--- config.mk ---
export PLATFORM = sky130hd
export DESIGN_NAME = ir_nec_tx
export DESIGN_NICKNAME = d
export VERILOG_FILES = /design/src/rtl/ir_nec_tx.sv
export SDC_FILE = /design/constraint.sdc
export NUM_CORES = 1
export LEC_CHECK = 0
export ABC_AREA = 1
export CAP_MARGIN = 10
export CORE_MARGIN = 1.5
export CORE_UTILIZATION = 25
export CTS_BUF_LIST = sky130_fd_sc_hd__clkbuf_4 sky130_fd_sc_hd__clkbuf_8 sky130_fd_sc_hd__clkbuf_16
export DETAILED_ROUTE_END_ITERATION = 10
export GPL_ROUTABILITY_DRIVEN = 1
export PLACE_DENSITY_LB_ADDON = 0.08
export RECOVER_POWER = 100
export SLEW_MARGIN = 20
export SYNTH_ARGS = -nofsm -noshare
export SYNTH_HDL_FRONTEND = slang
export SYNTH_SLANG_ARGS = --single-unit
export TNS_END_PERCENT = 5
--- constraint.sdc ---
create_clock -name clk -period 7.3 [get_ports clk]
set_clock_uncertainty 0.2 [all_clocks]
set_input_delay 1.095 -clock clk [delete_from_list [all_inputs] [get_ports clk]]
set_output_delay 1.095 -clock clk [all_outputs]
set_load 0.005 [all_outputs]
--- src/rtl/ir_nec_tx.sv ---
// rtl/ir_nec_tx.sv - NEC IR transmitter (leader, 32 pulse-distance bits, stop, gap); carrier via IR_TX_CARRIER_EN
module ir_nec_tx #(
    parameter int UNIT_CYCLES  = 1170,
    parameter int CARRIER_HALF = 27,
    parameter int GAP_UNITS    = 72
) (
    input  logic       clk,
    input  logic       reset,
    input  logic       start,
    input  logic [7:0] address,
    input  logic [7:0] command,
    output logic       busy,
    output logic       done,
    output logic       ir_out
);

    localparam int TW = (UNIT_CYCLES > 1) ? $clog2(UNIT_CYCLES) : 1;

    // Unit count is 7 bits wide, so the gap must fit in it.
    if (UNIT_CYCLES < 1 || CARRIER_HALF < 1 || GAP_UNITS < 1 || GAP_UNITS > 127) begin : g_bad_params
        $error("ir_nec_tx: parameter out of range");
    end

    typedef enum logic [2:0] {
        IDLE,
        LEAD_MARK,
        LEAD_SPACE,
        BIT_MARK,
        BIT_SPACE,
        STOP_MARK,
        GAP
    } state_t;

    function automatic logic is_mark(input state_t s);
        return (s == LEAD_MARK) || (s == BIT_MARK) || (s == STOP_MARK);
    endfunction

    state_t        state_q, state_d;
    logic [TW-1:0] timer_q, timer_d;
    logic [6:0]    units_q, units_d;
    logic [4:0]    idx_q, idx_d;
    logic [31:0]   shift_q, shift_d;
    logic          busy_q, busy_d;
    logic          done_q, done_d;
    logic          ir_out_q, ir_out_d;
    logic          mark_d;
    logic          unit_tick;
    logic          last_unit;
    logic [6:0]    dur;

    // Sequencer: state durations in units, bit shifting, unit timer restart on every state change.
    always_comb begin
        state_d   = state_q;
        timer_d   = timer_q;
        units_d   = units_q;
        idx_d     = idx_q;
        shift_d   = shift_q;
        done_d    = 1'b0;
        unit_tick = (timer_q == TW'(UNIT_CYCLES - 1));
        case (state_q)
            LEAD_MARK:  dur = 7'd16;
            LEAD_SPACE: dur = 7'd8;
            BIT_SPACE:  dur = shift_q[31] ? 7'd3 : 7'd1;
            GAP:        dur = 7'(GAP_UNITS);
            default:    dur = 7'd1;
        endcase
        last_unit = unit_tick && (units_q == dur - 7'd1);

        case (state_q)
            IDLE: begin
                if (start) begin
                    shift_d = {address, ~address, command, ~command};
                    state_d = LEAD_MARK;
                end
            end
            LEAD_MARK:  if (last_unit) state_d = LEAD_SPACE;
            LEAD_SPACE: begin
                if (last_unit) begin
                    state_d = BIT_MARK;
                    idx_d   = 5'd31;
                end
            end
            BIT_MARK:   if (last_unit) state_d = BIT_SPACE;
            BIT_SPACE: begin
                if (last_unit) begin
                    shift_d = {shift_q[30:0], 1'b0};
                    idx_d   = idx_q - 5'd1;
                    state_d = (idx_q == 5'd0) ? STOP_MARK : BIT_MARK;
                end
            end
            STOP_MARK:  if (last_unit) state_d = GAP;
            GAP: begin
                if (last_unit) begin
                    state_d = IDLE;
                    done_d  = 1'b1;
                end
            end
            default:    state_d = IDLE;
        endcase

        if (state_d != state_q) begin
            timer_d = '0;
            units_d = '0;
        end else if (state_q != IDLE) begin
            if (unit_tick) begin
                timer_d = '0;
                units_d = units_q + 7'd1;
            end else begin
                timer_d = timer_q + TW'(1);
            end
        end

        busy_d = (state_d != IDLE);
        mark_d = is_mark(state_d);
    end

`ifdef IR_TX_CARRIER_EN
    localparam int CW = (CARRIER_HALF > 1) ? $clog2(CARRIER_HALF) : 1;

    logic [CW-1:0] car_q, car_d;
    logic          phase_q, phase_d;

    // Carrier restarts high at each mark entry and toggles every CARRIER_HALF cycles.
    always_comb begin
        car_d   = car_q;
        phase_d = phase_q;
        if (mark_d && !is_mark(state_q)) begin
            car_d   = '0;
            phase_d = 1'b1;
        end else if (mark_d) begin
            if (car_q == CW'(CARRIER_HALF - 1)) begin
                car_d   = '0;
                phase_d = ~phase_q;
            end else begin
                car_d = car_q + CW'(1);
            end
        end else begin
            car_d   = '0;
            phase_d = 1'b0;
        end
        ir_out_d = mark_d & phase_d;
    end

    // Carrier counter and phase registers.
    always_ff @(posedge clk) begin
        if (reset) begin
            car_q   <= '0;
            phase_q <= 1'b0;
        end else begin
            car_q   <= car_d;
            phase_q <= phase_d;
        end
    end
`else
    // Envelope output: LED on for the whole of every mark.
    always_comb begin
        ir_out_d = mark_d;
    end
`endif

    // Main state and output registers; reset aborts any frame without a done pulse.
    always_ff @(posedge clk) begin
        if (reset) begin
            state_q  <= IDLE;
            timer_q  <= '0;
            units_q  <= '0;
            idx_q    <= '0;
            shift_q  <= '0;
            busy_q   <= 1'b0;
            done_q   <= 1'b0;
            ir_out_q <= 1'b0;
        end else begin
            state_q  <= state_d;
            timer_q  <= timer_d;
            units_q  <= units_d;
            idx_q    <= idx_d;
            shift_q  <= shift_d;
            busy_q   <= busy_d;
            done_q   <= done_d;
            ir_out_q <= ir_out_d;
        end
    end

    assign busy   = busy_q;
    assign done   = done_q;
    assign ir_out = ir_out_q;

endmodule

Word level (Yosys, flattened, before mapping)
Cells that the tools add are included.

cells by class
  $add $sub $neg = 4
  equal/unequal tests = 15
  muxes and demuxes = 19
  bitwise gates (word level) = 3
  reduce and logical (&&, ||, !) cells = 14

operator list
  operator                 count
  $mux W32                 2
  $pmux W32 S2             1
  $pmux W7 S4              1
  $mux W3                  8
  $pmux W3 S7              1
  $not A8 Y8               2
  $eq A3 B3 Y1 const B     4
  $add A11 B1 Y11 const B  1
  $eq A11 B11 Y1 const B   1
  $mux W11                 1
  $mux W5                  2
  $pmux W5 S2              1
  $eq A3 B2 Y1 const B     3
  $add A7 B1 Y7 const B    1
  $eq A7 B7 Y1             1
  $sub A7 B1 Y7 const B    1
  $eq A3 B1 Y1 const B     2
  $ne A2 B2 Y1 const B     3
  $reduce_and A3 Y1        2
  $reduce_bool A3 Y1       2
  $logic_not A5 Y1         1
  $sub A5 B1 Y5 const B    1
  $reduce_bool A2 Y1       2
  $reduce_or A2 Y1         2
  other kinds (8)          9

storage, ports and cells
  bits in registers = 61
  input port bits = 19

Depth between registers and ports, before layout
Gate-level depths: netlist of the first run.

  depth in word-level cells = 10
  depth in mapped cells = 22
  mapped depth without buffers = 20

Worst setup path before layout of the first run
OpenSTA, ideal clock, no wires.

  path kind = register -> register
  from = reg state_q[0]
  to = reg timer_q[3]
  data arrival time = 2,977 ps
  required time = 6,982 ps
  slack = 4,006 ps
  cell stages (with the launch flop) = 19
  buffers on the path = 2
  period minus slack after synthesis = 3,294 ps
  cell sequence = dfxtp_1 -> nor2_1 -> nand2_1 -> inv_1 -> clkbuf_1 -> nand2_1 -> ha_1 -> ha_1 -> nand2_1 -> nand3_1 -> nor2_1 -> nand2_1 -> nor2_8 -> nand2_4 -> nand2_2 -> nand2_2 -> nor3_4 -> buf_8 -> nor3_2

between the ends
  word-level cells in the longest chain between the ends = 9

RTL lines
  item                                        RTL line  RTL
  from (decl)                                 38        state_t state_q, state_d;
  from (signal assigned)                      173       state_q <= state_d;
  $eq A3 B3 Y1, or another cell as far along  60, 69
  $pmux W7 S4                                 60        case (state_q)
  $sub A7 B1 Y7                               67        last_unit = unit_tick && (units_q == dur - 7'd1);
  $eq A7 B7 Y1                                67
  $logic_and A1 B1 Y1                         67
  $mux W3, or another cell as far along       93        if (last_unit) begin
  $pmux W3 S7                                 69        case (state_q)
  $ne A3 B3 Y1                                101       if (state_d != state_q) begin
  $reduce_or A2 Y1 (no line)                  n/a
  to (signal assigned)                        174       timer_q <= timer_d;
  to (decl)                                   39        logic [TW-1:0] timer_q, timer_d;

Several ways; a longest one is shown, not always the timed one.
A chain may end at the register's enable or synchronous reset.

Worst setup path in the final report of the first run
  from = reg state_q[0]
  to = reg timer_q[2]

Same word-level chain as after synthesis.

==> results of run 1 <==
logic make-up (layout without fill, tap and decap cells):
logic type	count (synthesis)	in the layout	synth area share
compound gates	96	96	0.1541
xor+xnor	14	14	0.03673
fa+ha+maj	7	7	0.02624
buf+inv	79	98	0.09558
flops	61	61	0.3658
mux	1	1	0.002999
simple gates	199	199	0.3186
worst min-delay path by stage:
stage | slack (ns) | from | endpoint
after floorplan | 0.23 | idx_q[0]$_SDFFE_PP0P_ | idx_q[0]$_SDFFE_PP0P_
after global placement | 0.25 | idx_q[4]$_SDFFE_PP0P_ | idx_q[4]$_SDFFE_PP0P_
after detailed placement | 0.26 | idx_q[4]$_SDFFE_PP0P_ | idx_q[4]$_SDFFE_PP0P_
after CTS | 0.26 | idx_q[4]$_SDFFE_PP0P_ | idx_q[4]$_SDFFE_PP0P_
after global routing | 0.28 | idx_q[0]$_SDFFE_PP0P_ | idx_q[0]$_SDFFE_PP0P_
final | 0.26 | idx_q[4]$_SDFFE_PP0P_ | idx_q[4]$_SDFFE_PP0P_
tightest hold or removal path, cell delays in order, from the launching register on:
cell and delay (ns):
dfxtp_1 0.31, nand2_1 0.06, a21oi_1 0.05
registers in the layout, indices dropped and copies added, names as in the netlist:
register	count
shift_q	32
timer_q	11
units_q	7
idx_q	5
state_q	3
busy	1
done	1
ir_out	1
Yosys cell counts (10+ instances only):
master     n
o21ai_0   53
nand3_1   23
clkbuf_1  13
inv_1     53
dfxtp_1   61
nand2_1   80
xor2_1    13
nor3_2    10
nor2_1    33
a21oi_1   22
a31oi_1   18
nor3_1    15
power by group:
part	internal [mW]	switching, mW
combinational	0.0333	0.0506
sequential	0.351	0.00849
clock	0.255	0.151
per-stage QoR:
| step | cells | hold slack [ns] | area, um^2 | power [mW] | util |
|---|---|---|---|---|---|
| after floorplan | 457 | 0.2313 | 3338 | 0.4280 | - |
| final | 652 | 0.2584 | 3899 | 0.8488 | 0.2968 |
| after detailed placement | 637 | 0.2559 | 3686 | 0.4533 | 0.2806 |
| after global routing | 652 | 0.2843 | 3899 | 0.8960 | 0.2968 |
| after global placement | 637 | 0.2511 | 3686 | 0.4540 | 0.2806 |
| after CTS | 652 | 0.2632 | 3973 | 0.8679 | 0.3024 |
area by class of cell:
cell class / instances / area [um^2]
fill: 1476 / 9239
clock buffer: 12 / 266.5
tap: 176 / 220.2
clock inverter: 3 / 20.02
sequential: 61 / 1221
timing repair buffer: 22 / 217.7
inverter: 61 / 229.0
multi-input combinational: 317 / 1724
metal layers:
metal / wire length, um / global-route usage
met5: 0 / 0
met4: 81 / 0.06551
met3: 181 / 0.02510
met2: 3482 / 0.1784
met1: 4146 / 0.1682
==> results.cfg, run 1 <==
[timing]
setup_violations = 0
fmax_ghz = 0.1965
rsz0062_at_grt = false
post-route-period-util = 0.6970
maxSlewViolCount = 65
relSlewSlack = -0.1956
worstMarginPinSlew_ns = 1.789
fin_ws_ns = 2.212
hold_viol_final = 0
tns_ns = 0
fin_crit_ns = 5.088

[power]
peakVddDrop_v = 0.00008516
p_leak_nw = 1.548
power_density_nw_per_um2 = 217.7

[floorplanning]
dieArea_um2 = 14060
die_w_um = 118.6
core.rowCount = 42
die_height_um = 118.6
io_pins = 22
start_util = 0.2541
core_area_um2 = 13140

[global_route]
grt_max_degree = 65
grt_pass1_vias = 2741
overflow = 0
antenna_found_initial = 0
grt_pass1_wl_um = 13590
grt_util_all_layers = 0.1222

[layout]
area_growth_pct = 16.79
mostFrequentLayoutCells = nand2_1, dfxtp_1, inv_1, o21ai_0, nor2_1
final_common_cell = nand2_1
fin_nets = 498
drive_gt1_frac = 0.1050
antenna_cells = 0

[setup_path]
path_buf_inv = 1
crit_top_cell = nand2_1
critPathMaxFanout = 64
path_cells = nor2_1 -> nand2_1 -> inv_1 -> nand2_1 -> ha_1 -> ha_1 -> nand2_1 -> nand3_1 -> nor2_1 -> nand2_1 -> nor2_1 -> nand3_4 -> nand2_1 -> nor2_4 -> nand2_1 -> nand3_4 -> nor3_1
timing.rr.start = state_q[0]$_SDFF_PP0_
cp.required_ns = 7.34
critPathTopFamily = simple AND/OR/NAND/NOR gates
r2r_slack_ns = 2.21
timing.rr.end = timer_q[2]$_SDFFE_PP0N_
path_class = reg -> reg
cp-start-kind = flop
max_stage_delay_ns = 1.31
crit_start = state_q[0]$_SDFF_PP0_
crit_path_end_kind = flop
r2r_cells = 17
path_depth = 17
crit_path_end = timer_q[2]$_SDFFE_PP0N_
slowest_stage = nand2_1
critPathArrivalTime_ns = 5.13

[status]
violations = capacitance limit, slew limit
status = finished with violations

[routing]
wl_per_cell_um = 12.10
dr_total_vias = 2900
wl_um = 7891
vias_per_cell = 4.448
ant_nets = 0
initialDrtViolationCount = 195
drc_errors = 0
dr.pass1.iters = 5

[min_path]
hold_depth = 2
holdCritPathClass = reg -> reg

[yosys]
synth_edf_count = 0
async_reset_ff_frac = 0
synth_nets = 483
seq_area_frac_synth = 0.3658
yosys-top-cells-area = dfxtp_1, nand2_1, o21ai_0
synth_flop_cell = dfxtp_1
synth_top_area_frac = 0.3658
yosys_register_bits = 61
synth_cells = 457
synth.distinct_cells = 36
yosys_warnings = 0
synth.avg_cell_area_um2 = 7.305
synth_area_leader_cell = dfxtp_1
syn-cell-area_um2 = 3338

[cts]
ctsHoldBuffers = 0
cts.htree.levels = 3
clock_path_buffers = 2
cts.repair.resized = 0
insertion_delay_ns = 0.33
cts_tree = built
cts_sinks = 61
path_clk_slew_ns = 0.06
cts_setup_buffers = 0
cts-root-buf = clkbuf_16
numCtsBuffers = 9

[placement]
numPortBuffers = 21
dp_hpwl_um = 5432
place_congestion = 0.7550
preCtsSetupSlack_ns = 3.256

[flow_run]
maxCapViolCount = 1
No activity file was read; power rests on OpenSTA's default activity.
==> inputs of run 2 (changes only) <==
==> constraint.sdc (replaced) <==
create_clock -name clk -period 5.3 [get_ports clk]
set_clock_uncertainty 0.2 [all_clocks]
set_input_delay 0.795 -clock clk [delete_from_list [all_inputs] [get_ports clk]]
set_output_delay 0.795 -clock clk [all_outputs]
set_load 0.005 [all_outputs]
==> results.cfg, run 2 (synthesized netlist as in run 1, its figures left out) <==
[routing]
vias_per_cell = 4.482
drc_errors = 0
wl_um = 8225
dr.pass1.iters = 4
wl_per_cell_um = 12.58
ant_nets = 0
dr_total_vias = 2931
initialDrtViolationCount = 153

[global_route]
overflow = 0
antenna_found_initial = 0
grt_pass1_wl_um = 14030
grt_pass1_vias = 2789
grt_max_degree = 65
grt_util_all_layers = 0.1259

[power]
peakVddDrop_v = 0.0001180
power_frac_seq = 0.417
power_density_nw_per_um2 = 303.8
power.share.switching = 0.2485
p_int_mw = 0.8921
p_sw_mw = 0.2950
pwr-share-clk = 0.486
pwr-share-comb = 0.098
power_mw = 1.187
p_leak_nw = 1.560

[layout]
final_common_cell = nand2_1
largest_registers = shift_q (32), timer_q (11), units_q (7)
antenna_cells = 0
area_growth_pct = 17.05
instances_no_fill = 654
fin_nets = 500
top_register = shift_q
largest_reg_flops = 32
mostFrequentLayoutCells = nand2_1, dfxtp_1, inv_1
drive_gt1_frac = 0.1025

[cts]
cts_sinks = 61
cts_setup_buffers = 0
cts.htree.levels = 3
ctsHoldBuffers = 0
clock_path_buffers = 2
cts_tree = built
insertion_delay_ns = 0.34
numCtsBuffers = 9
cts.repair.resized = 0
cts-root-buf = clkbuf_16
path_clk_slew_ns = 0.05

[setup_path]
r2r_cells = 16
crit_path_end_kind = flop
critPathMaxFanout = 64
critPathArrivalTime_ns = 4.14
cp-start-kind = flop
cp.required_ns = 5.35
path_class = reg -> reg

[floorplanning]
io_pins = 22
start_util = 0.2541
core.rowCount = 42
dieArea_um2 = 14060
core_area_um2 = 13140
die_height_um = 118.6
die_w_um = 118.6

[timing]
fin_crit_ns = 4.091
post-route-period-util = 0.7719
worstMarginPinSlew_ns = 0.8196
fmax_ghz = 0.2444
rsz0062_at_grt = false
hold_viol_final = 0
fin_ws_ns = 1.209
relSlewSlack = 0.4518
maxSlewViolCount = 0
fin_hold_ws_ns = 0.2602
tns_ns = 0
setup_violations = 0

[placement]
numPortBuffers = 21
preCtsSetupSlack_ns = 1.701
placed_cells = 639
place_congestion = 0.7834
dp_hpwl_um = 5525

[status]
status = completed

[flow_run]
maxCapViolCount = 0

[min_path]
holdCritPathClass = reg -> reg
hold_depth = 1
==> run 2: cell types whose count changed in the layout (fill, tap and decap cells not counted), moves of 2 or more <==
cell,delta
nand2_2,-2
clkinv_2,+2
clkbuf_8,-3
buf_4,+2
==> run 2: stage by stage <==
step	util	instance area [um^2]
6_report	0.2974	3908
5_1_grt	0.2974	3908
4_1_cts	0.3034	3986
3_5_place_dp	0.2817	3701
3_3_place_gp	0.2817	3701
2_1_floorplan	-	3338
==> run 2: worst paths after layout <==
kind	endpoint	start	slack [ns]
max	units_q[0]$_SDFFE_PP0P_	state_q[0]$_SDFF_PP0_	1.21
max reg2reg	units_q[0]$_SDFFE_PP0P_	state_q[0]$_SDFF_PP0_	1.21
min	idx_q[0]$_SDFFE_PP0P_	idx_q[0]$_SDFFE_PP0P_	0.26
min reg2reg	idx_q[0]$_SDFFE_PP0P_	idx_q[0]$_SDFFE_PP0P_	0.26
==> run 2: routing by layer <==
metal / GRT usage / vias up / part of all wire
met5: 0 / - / 0
met4: 0.06325 / 0 / 0.023
met3: 0.02654 / 13 / 0.035
met2: 0.1817 / 45 / 0.42
met1: 0.1763 / 1328 / 0.52
li1: - / 1545 / -
==> run 2: critical path: stages, from the launching register on <==
cell	delay (ns)
dfxtp_1	0.43
inv_1	0.16
nand2_1	0.16
nand2_1	0.14
ha_1	0.28
ha_1	0.33
nand2_1	0.10
nand3_1	0.08
nor2_1	0.14
nand2_1	0.07
nor2_1	0.48
nand3_4	0.16
nand2_4	0.47
nor2_1	0.19
nand2_1	0.14
nand3_4	0.21
nor3_1	0.22
==> run 2: cell type report <==
cell class | instances | area [um^2]
Clock buffer | 10 | 232.7
Clock inverter | 5 | 52.55
Fill cell | 1472 | 9230
Inverter | 61 | 229.0
Multi-Input combinational cell | 317 | 1719
Sequential cell | 61 | 1221
Tap cell | 176 | 220.2
Timing Repair Buffer | 24 | 232.7
==> run 2: power by group through the flow <==
stage	Sequential [mW]	Combinational (mW)	Clock, mW
final	0.494	0.116	0.576
after global routing	0.497	0.132	0.618
after CTS	0.494	0.123	0.597
after detailed placement	0.504	0.122	0
after global placement	0.504	0.122	0
after floorplan	0.501	0.0885	0
